===== src/rtl/mem_access_unit_pkg.sv =====
// mem_access_unit_pkg: shared definitions for the MEM-stage access unit.
//   - funct3 encodings for loads/stores
//   - access FSM state enum
//   - latched request record
//   - NOP_INSTRUCTION used by the pipeline registers on flush/reset
package mem_access_unit_pkg;

    localparam int DATA_W = 32;

    localparam logic [2:0] F3_B  = 3'd0;  // LB / SB
    localparam logic [2:0] F3_H  = 3'd1;  // LH / SH
    localparam logic [2:0] F3_W  = 3'd2;  // LW / SW
    localparam logic [2:0] F3_BU = 3'd4;  // LBU
    localparam logic [2:0] F3_HU = 3'd5;  // LHU

    localparam logic [DATA_W-1:0] NOP_INSTRUCTION = 32'h0000_0013;

    typedef enum logic [1:0] {
        IDLE = 2'd0,
        REQ  = 2'd1,
        WAIT = 2'd2,
        DONE = 2'd3
    } mau_state_e;

    // Everything captured on IDLE->REQ; held stable until the next access.
    typedef struct packed {
        logic              write;
        logic [DATA_W-1:0] addr;
        logic [DATA_W-1:0] wdata;
        logic [3:0]        byte_enable;
        logic [2:0]        funct3;
        logic [1:0]        offset;
    } mem_req_t;

endpackage


===== src/rtl/mem_access_unit_extender.sv =====
// load_data_extender: combinational load-result formatter.
//   rdata    in  DATA_W  raw word returned by the data RAM
//   offset   in  2       byte offset of the access within the word
//   funct3   in  3       access size / signedness
//   ext_data out DATA_W  selected byte/half, sign- or zero-extended
module load_data_extender
    import mem_access_unit_pkg::*;
(
    input  logic [DATA_W-1:0] rdata,
    input  logic [1:0]        offset,
    input  logic [2:0]        funct3,
    output logic [DATA_W-1:0] ext_data
);

    logic [7:0]  sel_byte;
    logic [15:0] sel_half;

    always_comb begin
        sel_byte = rdata[7:0];
        case (offset)
            2'd0: sel_byte = rdata[7:0];
            2'd1: sel_byte = rdata[15:8];
            2'd2: sel_byte = rdata[23:16];
            2'd3: sel_byte = rdata[31:24];
            default: sel_byte = rdata[7:0];
        endcase
        // Halfwords are always aligned, so offset[1] alone picks the half.
        sel_half = offset[1] ? rdata[31:16] : rdata[15:0];

        case (funct3)
            F3_B:    ext_data = {{24{sel_byte[7]}}, sel_byte};
            F3_H:    ext_data = {{16{sel_half[15]}}, sel_half};
            F3_BU:   ext_data = {24'd0, sel_byte};
            F3_HU:   ext_data = {16'd0, sel_half};
            default: ext_data = rdata;
        endcase
    end

endmodule


===== src/rtl/mem_access_unit.sv =====
// mem_access_unit: MEM-stage data-memory access unit.
//   MEM_memory_read/write, MEM_funct3, MEM_alu_result, MEM_read_data2
//                      in   memory-control fields from EX/MEM
//   pipeline_hold      in   another stage holds the MEM instruction
//   mem_stall          out  combinational stall while an access is in flight
//   mem_access_fault   out  combinational misaligned/illegal flag
//   MEM_load_data      out  registered extended load result
//   dmem_req_*/dmem_write/dmem_addr/dmem_wdata/dmem_byte_enable
//                      out  registered request channel to the data RAM
//   dmem_resp_valid/dmem_resp_rdata
//                      in   load response channel
module mem_access_unit
    import mem_access_unit_pkg::*;
#(
    parameter int XLEN = 32
) (
    input  logic            clk,
    input  logic            reset,
    input  logic            MEM_memory_read,
    input  logic            MEM_memory_write,
    input  logic [2:0]      MEM_funct3,
    input  logic [XLEN-1:0] MEM_alu_result,
    input  logic [XLEN-1:0] MEM_read_data2,
    input  logic            pipeline_hold,
    output logic            mem_stall,
    output logic            mem_access_fault,
    output logic [XLEN-1:0] MEM_load_data,
    output logic            dmem_req_valid,
    input  logic            dmem_req_ready,
    output logic            dmem_write,
    output logic [XLEN-1:0] dmem_addr,
    output logic [XLEN-1:0] dmem_wdata,
    output logic [3:0]      dmem_byte_enable,
    input  logic            dmem_resp_valid,
    input  logic [XLEN-1:0] dmem_resp_rdata
);

    mau_state_e      state_q, state_d;
    mem_req_t        req_q, req_d;
    logic            req_valid_q, req_valid_d;
    logic [XLEN-1:0] load_data_q, load_data_d;

    logic            req_present;
    logic            size_bad;
    logic [XLEN-1:0] st_wdata;
    logic [3:0]      st_be;
    logic [XLEN-1:0] ext_data;

    // ---------------- fault detection ----------------
    assign req_present = MEM_memory_read | MEM_memory_write;

    always_comb begin
        size_bad = 1'b0;
        case (MEM_funct3)
            F3_B, F3_BU: size_bad = 1'b0;
            F3_H, F3_HU: size_bad = MEM_alu_result[0];
            F3_W:        size_bad = |MEM_alu_result[1:0];
            default:     size_bad = 1'b1;
        endcase
    end

    assign mem_access_fault = req_present &
                              ((MEM_memory_read & MEM_memory_write) | size_bad);

    // ---------------- store lane alignment ----------------
    always_comb begin
        st_wdata = MEM_read_data2;
        st_be    = 4'b1111;
        if (MEM_memory_write) begin
            case (MEM_funct3)
                F3_B, F3_BU: begin
                    st_wdata = {4{MEM_read_data2[7:0]}};
                    st_be    = 4'b0001 << MEM_alu_result[1:0];
                end
                F3_H, F3_HU: begin
                    st_wdata = {2{MEM_read_data2[15:0]}};
                    st_be    = 4'b0011 << MEM_alu_result[1:0];
                end
                default: ;
            endcase
        end
    end

    // ---------------- load extension ----------------
    load_data_extender u_ext (
        .rdata    (dmem_resp_rdata),
        .offset   (req_q.offset),
        .funct3   (req_q.funct3),
        .ext_data (ext_data)
    );

    // ---------------- access FSM ----------------
    always_comb begin
        state_d     = state_q;
        req_d       = req_q;
        req_valid_d = req_valid_q;
        load_data_d = load_data_q;
        mem_stall   = 1'b0;
        case (state_q)
            IDLE: begin
                // Responses arriving here are stale (e.g. after a reset
                // mid-access) and are deliberately not looked at.
                if (req_present && !mem_access_fault) begin
                    mem_stall         = 1'b1;
                    req_d.write       = MEM_memory_write;
                    req_d.addr        = {MEM_alu_result[XLEN-1:2], 2'b00};
                    req_d.wdata       = st_wdata;
                    req_d.byte_enable = st_be;
                    req_d.funct3      = MEM_funct3;
                    req_d.offset      = MEM_alu_result[1:0];
                    req_valid_d       = 1'b1;
                    state_d           = REQ;
                end
            end
            REQ: begin
                mem_stall = 1'b1;
                if (dmem_req_ready) begin
                    req_valid_d = 1'b0;
                    state_d     = req_q.write ? DONE : WAIT;
                end
            end
            WAIT: begin
                mem_stall = 1'b1;
                if (dmem_resp_valid) begin
                    load_data_d = ext_data;
                    state_d     = DONE;
                end
            end
            DONE: begin
                // Stay parked while held so the same instruction, still
                // sitting in EX/MEM, is not issued a second time.
                if (!pipeline_hold) state_d = IDLE;
            end
            default: state_d = IDLE;
        endcase
    end

    always_ff @(posedge clk or posedge reset) begin
        if (reset) begin
            state_q     <= IDLE;
            req_q       <= '0;
            req_valid_q <= 1'b0;
            load_data_q <= '0;
        end else begin
            state_q     <= state_d;
            req_q       <= req_d;
            req_valid_q <= req_valid_d;
            load_data_q <= load_data_d;
        end
    end

    assign dmem_req_valid   = req_valid_q;
    assign dmem_write       = req_q.write;
    assign dmem_addr        = req_q.addr;
    assign dmem_wdata       = req_q.wdata;
    assign dmem_byte_enable = req_q.byte_enable;
    assign MEM_load_data    = load_data_q;

endmodule


===== config.mk =====
export PLATFORM = sky130hd
export DESIGN_NAME = mem_access_unit
export DESIGN_NICKNAME = d
export VERILOG_FILES = /design/src/rtl/mem_access_unit_pkg.sv /design/src/rtl/mem_access_unit_extender.sv /design/src/rtl/mem_access_unit.sv
export SDC_FILE = /design/constraint.sdc
export NUM_CORES = 1
export LEC_CHECK = 0
export BUFFER_PORTS_ARGS = -buffer_cell sky130_fd_sc_hd__buf_4
export CAP_MARGIN = 10
export CORE_ASPECT_RATIO = 1.5
export CORE_MARGIN = 10
export CORE_UTILIZATION = 38
export DETAILED_ROUTE_END_ITERATION = 7
export PLACE_DENSITY_LB_ADDON = 0.3
export SLEW_MARGIN = 40
export SYNTH_ARGS = -nofsm -noshare
export SYNTH_HDL_FRONTEND = slang
export SYNTH_SLANG_ARGS = --single-unit

===== constraint.sdc =====
create_clock -name clk -period 2.68 [get_ports clk]
set_input_delay 0.134 -clock clk [delete_from_list [all_inputs] [get_ports clk]]
set_output_delay 0.134 -clock clk [all_outputs]
set_load 0.1 [all_outputs]

==> results of run 1 <==
-- per-layer routing --
metal	vias up	track usage (%)	share of wire, %
met3	23	5.90	8.6
met5	-	0	0
li1	2069	-	-
met2	159	25.5	51
met4	0	6.79	3.1
met1	2088	17.1	38
-- through the flow --
step / cells / hold slack (ps)
final: 883 / 18.9
after global routing: 882 / 1.69
after CTS: 881 / 0.178
after detailed placement: 852 / 104
after global placement: 852 / 95.4
after floorplan: 540 / 283
-- layout make-up --
class,count,area [um^2]
sequential,107,2680
tap,199,249
multi-input combinational,324,2370
clock buffer,9,225
antenna,1,2.50
clock inverter,7,52.6
inverter,6,26.3
fill,1419,7610
timing repair buffer,230,1790
-- path summary, 6_finish.rpt --
kind,from,end,cells past startpoint
max in group asynchronous,reset,dmem_wdata[27],4
min in group asynchronous,reset,dmem_addr[9],3
hold reg to reg,dmem_byte_enable[1],dmem_byte_enable[1],1
hold / removal,MEM_alu_result[22],dmem_addr[22],2
setup reg to reg,state_q[0],dmem_addr[30],5
setup / recovery,state_q[0],mem_stall,6
-- cells in the final DEF, fill, tap and decap left out, drive strengths merged, types with 2 or more instances in the layout --
| cell | Yosys | routed |
|---|---|---|
| a21o | 2 | 2 |
| mux2i | 22 | 22 |
| conb | 1 | 2 |
| clkbuf | 15 | 9 |
| nor2b | 5 | 5 |
| nand3 | 28 | 28 |
| o21ai | 35 | 35 |
| a211oi | 4 | 4 |
| buf | 88 | 216 |
| clkinvlp | 0 | 2 |
| a21oi | 25 | 25 |
| dlygate4sd3 | 0 | 14 |
| ha | 6 | 6 |
| o221a | 7 | 7 |
| dfrtp | 107 | 107 |
| mux4 | 2 | 2 |
| inv | 6 | 7 |
| nand3b | 8 | 8 |
| a31oi | 7 | 7 |
| mux2 | 52 | 52 |
| nand2 | 64 | 64 |
| nor2 | 21 | 21 |
| nand2b | 11 | 11 |
| nor3 | 7 | 7 |
| o31ai | 4 | 4 |
| clkinv | 0 | 4 |
-- sequential cells by signal, indices dropped and copies added (netlist names) --
register / cells
dmem_req_valid: 1
dmem_wdata: 32
dmem_write: 1
dmem_byte_enable: 4
state_q: 2
dmem_addr: 30
req_q: 5
MEM_load_data: 32
-- logic make-up after synthesis --
group	synth area share (%)
adder cells (fa/ha/maj)	1.47
other	0.0648
XOR/XNOR	0.151
flip-flops	46.3
AO/OA/AOI/OAI	9.71
AND/OR/NAND/NOR	12.0
multiplexers	17.5
buffers and inverters	12.8
==> qor.yml, run 1 <==
status: "finished clean"
io_buffers: 207
ys_types: 42
cp-start-kind: "flop"
grt_antenna_before_repair: 0
root_buffer: "clkbuf_16"
clock_path_buffers: 2
cpMaxStageDelayCell: "dfrtp_1"
synthMostInstantiatedCell: "dfrtp_1"
finalSetupTns_ps: 0
reg2reg_setup_slack_ps: 700
grt_pass1_wl_um: 25600
ctsHoldBuffers: 13
ys_seq_elements: 107
crit_path_cell_trace: "inv_1 -> ha_1 -> o211ai_1 -> buf_4 -> a21oi_2 -> buf_4"
dieHeight_um: 171
ys_seq_area_share_pct: 46.3
crit_family: "buffers and inverters"
die_x_um: 121
drive_gt1_share_pct: 43.8
layout_setup_ws_ps: 466
rows: 55
synth_edf_count: 0
max_stage_delay_ps: 430
synth_top_area_share_pct: 46.3
ant_nets: 0
maxCapViolCount: 0
io_pins: 210
grt-ovfl-total: 0
drt_first_pass_iters: 4
end_kind: "output pin"
routed_via_density: 4.91
start_util_pct: 38.6
path_buf_inv: 3
setup_violations: 0
grt_use_total_pct: 15.3
syn_area_um2: 5780
synth_cells: 539
hold_viol: 0
drt_drc_violations_left: 0
yosysTopAreaCell: "dfrtp_1"
min_period_ps: 2210
drtIter0Drc: 197
skew_ps: 11.5
postSynthAreaPerCell_um2: 10.7
synthArstFlopShare_pct: 100
finalMaxSlewViolations: 0
synth_flop_cell: "dfrtp_1"
critPathArrivalTime_ps: 2080
fin_util_pct: 49.3
wl_um: 16100
fin_crit_sh_pct: 82.6
path_clk_slew_ps: 80
synth_area_leaders: "dfrtp_1 (46%), mux2_4 (11%), buf_4 (9.0%)"
crit_top_cell: "buf_4"
path_class: "reg2out"
grt_max_degree: 85
wl_per_cell_um: 18.2
final_cell_area_um2: 7390
grt_pass1_vias: 4753
place_ws_ps: 713
core_um2: 15000
syn_to_final_growth_pct: 27.8
cts.sinks: 107
cp.required_ps: 2550
postCtsSetupBuffers: 0
dpl-instance-area_um2: 6970
die_area_um2: 20700
hold_path_class: "in2reg"
max_freq_mhz: 452
nets: 790
htree_levels: 3
insertion_delay_ps: 340
cts_inserted_buffers: 9
post_cts_resized: 0
slew_headroom_pct: 50.9
grt_setup_unrepaired: "false"
netlist_top_cells_count: "dfrtp_1 (107), buf_4 (69), nand2_1 (64)"
tightest_slew_ps: 734
synth_warnings: 0
vias: 4339
cp_max_fo: 12
place_congestion: 0.834
hpwlAfterDp_um: 12400
cts_tree: "done"
Power of run 1 is not shown: default switching activity piles up to over one toggle a cycle in this logic, so the estimate is an artifact.
==> inputs of run 2 (changes only) <==
==> constraint.sdc (replaced) <==
create_clock -name clk -period 2.24 [get_ports clk]
set_input_delay 0.112 -clock clk [delete_from_list [all_inputs] [get_ports clk]]
set_output_delay 0.112 -clock clk [all_outputs]
set_load 0.1 [all_outputs]
==> qor.yml, run 2 (synthesis results as in run 1) <==
status: "finished clean"
cpMaxStageDelayCell: "dfrtp_1"
nets: 812  # +2.8%
max_stage_delay_ps: 440  # about the same
grt_max_degree: 41  # -52%
slew_headroom_pct: 48.7  # -2.2 points
r2r-start: "state_q[0]"
final_cell_mix: "buf_4 (216), dfrtp_1 (107), nand2_1 (64)"
hold_path_class: "in2reg"
worstHoldPathCells: 2  # unchanged
cp-start-kind: "flop"
rows: 55  # unchanged
start_util_pct: 38.6  # unchanged
skew_ps: 8.15  # -3.37 ps
grt_antenna_before_repair: 0  # unchanged
cts_tree: "done"
grt_pass1_vias: 4694  # -1.2%
postCtsSetupBuffers: 0  # unchanged
critPathArrivalTime_ps: 2020  # -60 ps
max_freq_mhz: 468
cts_inserted_buffers: 9  # unchanged
path_clk_slew_ps: 70  # about the same
die_area_um2: 20700  # unchanged
reg2reg_depth: 6  # +1
wl_per_cell_um: 18.1  # -0.75%
reg2reg_setup_slack_ps: 310  # -390 ps
drt_first_pass_iters: 4  # unchanged
drt_drc_violations_left: 0  # unchanged
io_pins: 210  # unchanged
drive_gt1_share_pct: 43.3  # -0.52 points
min_period_ps: 2140
crit_path_cell_trace: "inv_1 -> ha_2 -> o211ai_1 -> buf_12 -> a21oi_2 -> buf_6"
final_common_cell: "buf_4"
grt_use_total_pct: 15.3  # about the same
cp_max_fo: 29  # +17
cts.sinks: 107  # unchanged
hold_path_end: "dmem_addr[29]"
hold_slack_ps: 15.5  # -3.45 ps
setup_violations: 0  # unchanged
crit_family: "buffers and inverters"
hpwlAfterDp_um: 12600  # +1.1%
routed_via_density: 4.87  # -0.84%
insertion_delay_ps: 340  # about the same
finalMaxSlewViolations: 0  # unchanged
syn_to_final_growth_pct: 32.5
hp-start: "MEM_alu_result[29]"
path_class: "reg2out"
hold_viol: 0  # unchanged
cp.required_ps: 2130  # -420 ps
maxCapViolCount: 0  # unchanged
core_um2: 15000  # unchanged
htree_levels: 3  # unchanged
n_antenna_cell: 0  # -1
drtIter0Drc: 191  # -3.0%
die_x_um: 121  # unchanged
grt_pass1_wl_um: 25500  # -0.30%
dieHeight_um: 171  # unchanged
io_buffers: 207  # unchanged
fin_crit_sh_pct: 95.3
clock_path_buffers: 2  # unchanged
end_kind: "output pin"
place_congestion: 0.837  # +0.36%
tightest_slew_ps: 768  # +33.3 ps
vias: 4405  # +1.5%
root_buffer: "clkbuf_16"
rr_endpoint: "dmem_addr[15]"
wl_um: 16300  # +1.6%
grt-ovfl-total: 0  # unchanged
ant_nets: 0  # unchanged
path_buf_inv: 3  # unchanged
-- run 2: changes by cell type in the layout (fill, tap and decap cells not counted), sizes merged --
| cell | before | now |
|---|---|---|
| clkbuf | 9 | 11 |
| dlygate4sd3 | 14 | 30 |
| bufinv | 0 | 1 |
| clkinv | 4 | 3 |
| inv | 7 | 6 |
| diode | 1 | 0 |
| clkinvlp | 2 | 1 |
| buf | 216 | 222 |
-- run 2: worst max-delay path by stage --
stage,start,endpoint,slack (ps),depth (start not counted)
floorplan,state_q[0],mem_stall,80,6
global placement,state_q[0],dmem_addr[21],380,6
detailed placement,state_q[0],dmem_addr[15],280,6
CTS,state_q[1],mem_stall,20,6
global route,state_q[0],mem_stall,-20,6
finish,state_q[0],mem_stall,100,6
-- run 2: layout make-up --
cell class              instances  area (um^2)
repair buffers                252         2030
inverters                       6         26.3
clock inverters                 5         61.3
clock buffers                  11          243
multi-input cells             324         2370
well taps                     199          249
fillers                      1379         7340
flip-flops and latches        107         2680
-- run 2: metrics by stage --
| step | instances | worst slack (ps) | utilization (%) | TNS [ps] | instance area, um^2 |
|---|---|---|---|---|---|
| after floorplan | 540 | 83.8 | - | 0 | 5800 |
| after global placement | 858 | 382 | 47.0 | 0 | 7050 |
| after detailed placement | 858 | 282 | 47.0 | 0 | 7050 |
| after CTS | 904 | 18.8 | 51.0 | 0 | 7660 |
| after global routing | 904 | -21.5 | 51.1 | -21.5 | 7660 |
| final | 904 | 104 | 51.1 | 0 | 7660 |
-- run 2: layer usage --
layer / vias to the layer above / global-route usage (%) / part of all wire, %
met1: 2115 / 16.7 / 38
met5: - / 0 / 0
li1: 2108 / - / -
met3: 20 / 5.77 / 8.4
met4: 0 / 5.79 / 2.3
met2: 162 / 26.4 / 52
-- run 2: what timing repair did --
item / 4_1_cts / 5_1_grt
resized for setup: 0 / 2
hold endpoints to repair: 56 / 0
hold buffers: 30 / 0
endpoints found under the setup margin: 0 / 1
Power of run 2 is left out for the same reason.
